[src/rtl/accel_pkg.sv]
// Shared types and arithmetic for the systolic MAC grid.
// MAC_SATURATE_EN selects saturating accumulation instead of wrap.
package accel_pkg;

   localparam int NUM_SIZE_DEF  = 16;
   localparam int GRID_SIZE_DEF = 2;
   localparam int MAX_K_DEF     = 32;

`ifdef MAC_SATURATE_EN
   localparam bit SAT_EN = 1'b1;
`else
   localparam bit SAT_EN = 1'b0;
`endif

   typedef enum logic [1:0] {
      IDLE,
      FEED,
      FLUSH,
      DRAIN
   } state_e;

   // Returns {overflow, sum}; sum is exact in 64 bits, clamped to w bits
   // when sat is set, otherwise the caller keeps the low w bits (wrap).
   function automatic logic [64:0] acc_step(
      input logic signed [63:0] acc,
      input logic signed [63:0] prod,
      input int                 w,
      input bit                 sat
   );
      logic signed [64:0] sum;
      logic signed [64:0] hi;
      logic signed [64:0] lo;
      logic        [64:0] r;
      sum = {acc[63], acc} + {prod[63], prod};
      hi  = (65'sd1 <<< (w - 1)) - 65'sd1;
      lo  = -hi - 65'sd1;
      if (sat && (sum > hi)) begin
         r = {1'b1, hi[63:0]};
      end else if (sat && (sum < lo)) begin
         r = {1'b1, lo[63:0]};
      end else begin
         r = {1'b0, sum[63:0]};
      end
      return r;
   endfunction

endpackage

[src/rtl/mac_pe.sv]
// One processing element: a/b pass registers and a local accumulator.
// Everything advances only on en; clr zeroes all state for a new job.
module mac_pe
   import accel_pkg::*;
#(
   parameter int NUM_SIZE = NUM_SIZE_DEF,
   parameter int ACC_SIZE = 2 * NUM_SIZE_DEF + 5
) (
   input  logic                       clk,
   input  logic                       rst,
   input  logic                       en,
   input  logic                       clr,
   input  logic signed [NUM_SIZE-1:0] a_in,
   input  logic signed [NUM_SIZE-1:0] b_in,
   output logic signed [NUM_SIZE-1:0] a_out,
   output logic signed [NUM_SIZE-1:0] b_out,
   output logic signed [ACC_SIZE-1:0] acc_out,
   output logic                       ovf_out
);

   logic signed [NUM_SIZE-1:0]   a_q, a_d;
   logic signed [NUM_SIZE-1:0]   b_q, b_d;
   logic signed [ACC_SIZE-1:0]   acc_q, acc_d;
   logic signed [2*NUM_SIZE-1:0] prod;
   logic signed [63:0]           acc_x;
   logic signed [63:0]           prod_x;
   logic        [64:0]           step_res;

   always_comb begin
      prod     = a_in * b_in;
      acc_x    = {{(64-ACC_SIZE){acc_q[ACC_SIZE-1]}}, acc_q};
      prod_x   = {{(64-2*NUM_SIZE){prod[2*NUM_SIZE-1]}}, prod};
      step_res = acc_step(acc_x, prod_x, ACC_SIZE, SAT_EN);
      a_d      = a_q;
      b_d      = b_q;
      acc_d    = acc_q;
      ovf_out  = 1'b0;
      if (clr) begin
         a_d   = '0;
         b_d   = '0;
         acc_d = '0;
      end else if (en) begin
         a_d     = a_in;
         b_d     = b_in;
         acc_d   = step_res[ACC_SIZE-1:0];
         ovf_out = step_res[64];
      end
   end

   always_ff @(posedge clk or posedge rst) begin
      if (rst) begin
         a_q   <= '0;
         b_q   <= '0;
         acc_q <= '0;
      end else begin
         a_q   <= a_d;
         b_q   <= b_d;
         acc_q <= acc_d;
      end
   end

   assign a_out   = a_q;
   assign b_out   = b_q;
   assign acc_out = acc_q;

endmodule

[src/rtl/systolic_mac_grid.sv]
// Output-stationary GxG systolic MAC array with skewed operand feed.
// Build with MAC_SATURATE_EN for saturating accumulators and a live ovf.
module systolic_mac_grid
   import accel_pkg::*;
#(
   parameter int NUM_SIZE  = NUM_SIZE_DEF,
   parameter int GRID_SIZE = GRID_SIZE_DEF,
   parameter int MAX_K     = MAX_K_DEF,
   parameter int ACC_SIZE  = 2 * NUM_SIZE + $clog2(MAX_K),
   localparam int KW       = $clog2(MAX_K + 1)
) (
   input  logic                          clk,
   input  logic                          rst,
   input  logic                          start,
   input  logic [KW-1:0]                 k_len,
   input  logic                          a_valid,
   output logic                          a_ready,
   input  logic [GRID_SIZE*NUM_SIZE-1:0] a_data,
   input  logic [GRID_SIZE*NUM_SIZE-1:0] b_data,
   output logic                          res_valid,
   input  logic                          res_ready,
   output logic [GRID_SIZE*ACC_SIZE-1:0] res_data,
   output logic                          busy,
   output logic                          done,
   output logic                          ovf
);

   localparam int G       = GRID_SIZE;
   localparam int FW      = $clog2(2 * G);
   localparam int RW      = (G > 1) ? $clog2(G) : 1;
   localparam int FLUSH_N = 2 * G - 2;

   state_e        state_q, state_d;
   logic [KW-1:0] k_q, k_d;
   logic [KW-1:0] beat_q, beat_d;
   logic [FW-1:0] flush_q, flush_d;
   logic [RW-1:0] row_q, row_d;
   logic          a_ready_q, a_ready_d;
   logic          res_valid_q, res_valid_d;
   logic          busy_q, busy_d;
   logic          done_q, done_d;

   logic          fire;
   logic          step;
   logic          clr;

   logic [NUM_SIZE-1:0] inj_a [G];
   logic [NUM_SIZE-1:0] inj_b [G];
   logic [NUM_SIZE-1:0] ska_q [G][G];
   logic [NUM_SIZE-1:0] ska_d [G][G];
   logic [NUM_SIZE-1:0] skb_q [G][G];
   logic [NUM_SIZE-1:0] skb_d [G][G];
   logic [NUM_SIZE-1:0] lane_a [G];
   logic [NUM_SIZE-1:0] lane_b [G];

   logic signed [NUM_SIZE-1:0] a_w   [G][G];
   logic signed [NUM_SIZE-1:0] b_w   [G][G];
   logic signed [ACC_SIZE-1:0] acc_w [G][G];
   logic [G*G-1:0]             pe_ovf;

   assign fire = a_valid & a_ready_q;
   assign step = ((state_q == FEED) & fire) | (state_q == FLUSH);

   // Zeros are injected outside FEED so flush steps drain cleanly.
   always_comb begin
      for (int i = 0; i < G; i++) begin
         inj_a[i] = '0;
         inj_b[i] = '0;
         if (state_q == FEED) begin
            inj_a[i] = a_data[i*NUM_SIZE +: NUM_SIZE];
            inj_b[i] = b_data[i*NUM_SIZE +: NUM_SIZE];
         end
      end
   end

   always_comb begin
      ska_d = ska_q;
      skb_d = skb_q;
      for (int i = 0; i < G; i++) begin
         for (int d = 0; d < G; d++) begin
            if (clr) begin
               ska_d[i][d] = '0;
               skb_d[i][d] = '0;
            end else if (step && (d == 0)) begin
               ska_d[i][d] = inj_a[i];
               skb_d[i][d] = inj_b[i];
            end else if (step && (d < i)) begin
               ska_d[i][d] = ska_q[i][d-1];
               skb_d[i][d] = skb_q[i][d-1];
            end
         end
      end
   end

   always_ff @(posedge clk or posedge rst) begin
      if (rst) begin
         ska_q <= '{default: '0};
         skb_q <= '{default: '0};
      end else begin
         ska_q <= ska_d;
         skb_q <= skb_d;
      end
   end

   for (genvar i = 0; i < G; i++) begin : g_lane
      if (i == 0) begin : g_direct
         assign lane_a[i] = inj_a[i];
         assign lane_b[i] = inj_b[i];
      end else begin : g_skew
         assign lane_a[i] = ska_q[i][i-1];
         assign lane_b[i] = skb_q[i][i-1];
      end
   end

   for (genvar i = 0; i < G; i++) begin : g_row
      for (genvar j = 0; j < G; j++) begin : g_col
         logic signed [NUM_SIZE-1:0] a_src;
         logic signed [NUM_SIZE-1:0] b_src;
         if (j == 0) begin : g_a_edge
            assign a_src = lane_a[i];
         end else begin : g_a_pass
            assign a_src = a_w[i][j-1];
         end
         if (i == 0) begin : g_b_edge
            assign b_src = lane_b[j];
         end else begin : g_b_pass
            assign b_src = b_w[i-1][j];
         end
         mac_pe #(
            .NUM_SIZE(NUM_SIZE),
            .ACC_SIZE(ACC_SIZE)
         ) u_pe (
            .clk    (clk),
            .rst    (rst),
            .en     (step),
            .clr    (clr),
            .a_in   (a_src),
            .b_in   (b_src),
            .a_out  (a_w[i][j]),
            .b_out  (b_w[i][j]),
            .acc_out(acc_w[i][j]),
            .ovf_out(pe_ovf[i*G+j])
         );
      end
   end

   always_comb begin
      state_d = state_q;
      k_d     = k_q;
      beat_d  = beat_q;
      flush_d = flush_q;
      row_d   = row_q;
      done_d  = 1'b0;
      clr     = 1'b0;
      unique case (state_q)
         IDLE: begin
            if (start) begin
               clr     = 1'b1;
               k_d     = k_len;
               beat_d  = '0;
               row_d   = '0;
               state_d = (k_len != '0) ? FEED : DRAIN;
            end
         end
         FEED: begin
            if (fire) begin
               beat_d = beat_q + 1'b1;
               if ((beat_q + 1'b1) == k_q) begin
                  flush_d = '0;
                  state_d = (FLUSH_N == 0) ? DRAIN : FLUSH;
               end
            end
         end
         FLUSH: begin
            flush_d = flush_q + 1'b1;
            if (flush_q == FW'(FLUSH_N - 1)) begin
               state_d = DRAIN;
            end
         end
         DRAIN: begin
            if (res_ready) begin
               if (row_q == RW'(G - 1)) begin
                  state_d = IDLE;
                  done_d  = 1'b1;
               end else begin
                  row_d = row_q + 1'b1;
               end
            end
         end
         default: state_d = IDLE;
      endcase
      a_ready_d   = (state_d == FEED);
      res_valid_d = (state_d == DRAIN);
      busy_d      = (state_d != IDLE);
   end

   always_ff @(posedge clk or posedge rst) begin
      if (rst) begin
         state_q     <= IDLE;
         k_q         <= '0;
         beat_q      <= '0;
         flush_q     <= '0;
         row_q       <= '0;
         a_ready_q   <= 1'b0;
         res_valid_q <= 1'b0;
         busy_q      <= 1'b0;
         done_q      <= 1'b0;
      end else begin
         state_q     <= state_d;
         k_q         <= k_d;
         beat_q      <= beat_d;
         flush_q     <= flush_d;
         row_q       <= row_d;
         a_ready_q   <= a_ready_d;
         res_valid_q <= res_valid_d;
         busy_q      <= busy_d;
         done_q      <= done_d;
      end
   end

   // Accumulators are frozen in DRAIN, so the row mux output stays stable.
   always_comb begin
      res_data = '0;
      if (res_valid_q) begin
         for (int j = 0; j < G; j++) begin
            res_data[j*ACC_SIZE +: ACC_SIZE] = acc_w[row_q][j];
         end
      end
   end

`ifdef MAC_SATURATE_EN
   logic ovf_q, ovf_d;

   always_comb begin
      ovf_d = ovf_q;
      if (clr) begin
         ovf_d = 1'b0;
      end else if (step && (|pe_ovf)) begin
         ovf_d = 1'b1;
      end
   end

   always_ff @(posedge clk or posedge rst) begin
      if (rst) begin
         ovf_q <= 1'b0;
      end else begin
         ovf_q <= ovf_d;
      end
   end

   assign ovf = ovf_q;
`else
   assign ovf = 1'b0;
`endif

   assign a_ready   = a_ready_q;
   assign res_valid = res_valid_q;
   assign busy      = busy_q;
   assign done      = done_q;

endmodule
[config.mk]
export PLATFORM = sky130hd
export DESIGN_NAME = systolic_mac_grid
export DESIGN_NICKNAME = d
export VERILOG_FILES = /design/src/rtl/accel_pkg.sv /design/src/rtl/mac_pe.sv /design/src/rtl/systolic_mac_grid.sv
export SDC_FILE = /design/constraint.sdc
export NUM_CORES = 2
export LEC_CHECK = 0
export CELL_PAD_IN_SITES_DETAIL_PLACEMENT = 1
export CELL_PAD_IN_SITES_GLOBAL_PLACEMENT = 1
export CORE_ASPECT_RATIO = 0.6
export CORE_UTILIZATION = 40
export DETAILED_ROUTE_END_ITERATION = 6
export GPL_TIMING_DRIVEN = 0
export PLACE_DENSITY = 0.71
export SYNTH_ARGS = -nofsm -noshare
export SYNTH_HDL_FRONTEND = slang
export SYNTH_SLANG_ARGS = --single-unit
[constraint.sdc]
create_clock -name clk -period 10 [get_ports clk]
set_input_delay 2.5 -clock clk [delete_from_list [all_inputs] [get_ports clk]]
set_output_delay 2.5 -clock clk [all_outputs]
set_load 0.005 [all_outputs]
==> out/summary.txt <==
CTS tree - built
die width - 494 um
commonest cells in the netlist - inv_1, fa_1, nand2_1
Port Buffer Count - 147
Fmax - 102 MHz
Fill cells - 16400
failing checks - capacitance limit, slew limit
flop-to-flop setup slack - 780 ps
post-synthesis mux area share - 0.0139
GPL Wtd Cong - 0.953
status - finished with violations
Data arrival, critical path - 10310 ps
drt first pass iters - 5
Placement Setup Slack - -597 ps
max_slew headroom - -0.0117
H-tree depth - 1
worst r2r src - state_q[1]
max layer used - met5
clk_lat worst skew - 680 ps
Worst Hold Class - reg2reg
num ports - 154
number of flops mapped to enable cells by yosys - 0
root buffer cell - clkbuf_16
Yosys reg bits - 265
Tot GR Track Use - 0.304
Post-Synth XOR/XNOR Area - 0.0213
Netlist cell types - 79
Yosys top cell area share - 0.439
DPL Wire Length - 186000 um
Mean Syn Cell Area - 9.40 um^2
end of the critical path - g_row[0].g_col[0].u_pe.acc_out[35]
initial drt markers - 4368
r2r endpoint - g_row[0].g_col[0].u_pe.acc_out[34]
initial antenna violation count - 9
Met1 Wirelength - 106000 um
Async S/R FF share, synth - 1.00
Num CTS Buffers - 31
Seq/Total Area, Yosys - 0.114
syn nets - 7954
WP data required - 10530 ps
RSZ-0062 raised after global routing - no
Via density - 5.42
setup ws final - 230 ps
Fin. Hold Viols - 0
Util after Layout - 0.442
largest net degree at the start of global routing - 97
crit path time final - 9770 ps
met3 wire length - 24400 um
Final period util - 0.977
final wirelength - 217000 um
Die Y - 297 um
adder-cell area share of the yosys netlist - 0.533
first-pass GRT wire length - 328000 um
Final ANT Viol Nets - 0
max-slew violation count - 11
CTS max path bufs - 3
Synth Area in Simple Gates - 0.146
prevailing post-synth register cell - dfrtp_1
type of destination of the critical path - flip-flop
cts hold-fix bufs - 0
Core Area - 143000 um^2
area leader, netlist - fa_1
WL met2 - 82400 um
most instantiated library cell after synthesis - inv_1
layout cells sized above 1 - 0.0162
post-route clock skew - 65.3 ps
number of max-cap violations - 1
Yosys warning total - 0
# rows - 107
gr ovfl total - 0
Routed WL per cell - 26.2 um
die area - 147000 um^2
total number of vias - 45000
combinational family with the most area after synthesis - adder cells
Final nets - 8136
area grow syn2layout - 8.72%
critical-path maximum fanout - 10
vias in the first global route - 48100
synthesized area - 58000 um^2
post-synthesis compound-gate area fraction - 0.0618
Critical path origin - a_data[13]
min-delay src - k_q[1]
r2r worst-path depth - 23
clock-pin slew on the worst setup and hold paths - 70 ps
Mapped Cells - 6169
multi-input logic area - 45100 um^2
FF+latch area - 6630 um^2
leading post-synthesis cells by cell area - fa_1, dfrtp_1, ha_1
clock sinks - 265
WS Path Type - in2reg
measured slew at the worst slew-check pin - 1520 ps
CP startpoint kind - input port
Initial Util - 0.406
Finish-stage setup viols - 0
Remaining DRCs - 0
-- cells in the final DEF (no fill, tap or decap), types with 113 or more instances in the layout --
cell type / instances
inv_1: 1397
fa_1: 1272
nand2_1: 783
ha_1: 438
and2_1: 336
dfrtp_1: 265
clkbuf_1: 244
nand3_1: 193
o21ai_0: 175
clkdlybuf4s50_1: 146
and3_1: 130
a21oi_1: 113
-- worst max-delay path: stages --
cell	delay [ps]
clkdlybuf4s50_1	840
and2_1	210
clkbuf_1	470
nand2_1	170
fa_1	550
inv_1	50
fa_1	520
inv_1	60
fa_1	500
inv_1	70
fa_1	550
inv_1	90
fa_1	490
inv_1	50
fa_1	500
ha_1	390
a21o_1	200
a211oi_1	470
o2bb2ai_1	220
a211oi_1	120
o221ai_1	390
o21bai_1	230
a311oi_1	360
xor2_1	170
o21ai_0	80
-- stage by stage --
stage | instances | hold WS (ps) | setup TNS, ps | area [um^2]
after floorplan | 6169 | 466 | 0 | 58000
after global placement | 8223 | 487 | -1102470 | 61900
after detailed placement | 8227 | 495 | -3180 | 62000
after CTS | 8284 | 519 | 0 | 63100
after global routing | 8282 | 540 | 0 | 63100
final | 8288 | 513 | 0 | 63100
-- layer usage --
metal / vias to the layer above / global-route usage
met5: - / 0
met2: 1939 / 0.394
met1: 23800 / 0.494
met3: 185 / 0.0868
li1: 19000 / -
met4: 4 / 0.0485
-- area by class of cell --
| type | count | share of cell area |
|---|---|---|
| antenna | 6 | 0.000238 |
| buffer | 277 | 0.0169 |
| clock buffer | 40 | 0.0135 |
| clock inverter | 17 | 0.00353 |
| inverter | 1401 | 0.0835 |
| multi-input combinational | 4224 | 0.714 |
| sequential | 265 | 0.105 |
| tap | 1907 | 0.0378 |
| timing repair buffer | 151 | 0.0249 |
-- state kept, by name, indices dropped and copies added, names as in the netlist --
register                  count
g_row.g_col.a_src            16
beat_q                        6
g_row.g_col.u_pe.acc_out    148
flush_q                       2
k_q                           6
a_ready                       1
busy                          1
done                          1
res_valid                     1
g_row.g_col.b_src            16
g_row.g_col.u_pe.a_out       32
state_q                       2
g_row.g_col.u_pe.b_out       32
row_q                         1
-- worst min-delay path by stage --
stage              to  slack [ps]  cells after the start
6_report       k_q[1]         510                      2
5_1_grt        k_q[1]         540                      2
4_1_cts        k_q[1]         520                      2
3_5_place_dp   k_q[0]         500                      2
3_3_place_gp   k_q[1]         490                      2
2_1_floorplan  k_q[3]         470                      2
-- timing repair --
item / 4_1_cts / 5_1_grt
setup buffers: 0 / 0
setup endpoints to repair: 0 / 7
resized for setup: 0 / 14
-- kinds of logic after synthesis --
group                      count (synthesis)
xor gates and xnor gates                 141
adders and majority gates               1710
DFF                                      265
AOI/OAI and AO/OA                        553
other                                      1
muxes                                     80
buffers and inverters                   1680
and+or+nand+nor                         1739
Power is left out: the tool's default activity adds up to more than one toggle a clock period on the data nets, which glitch-free logic cannot reach.
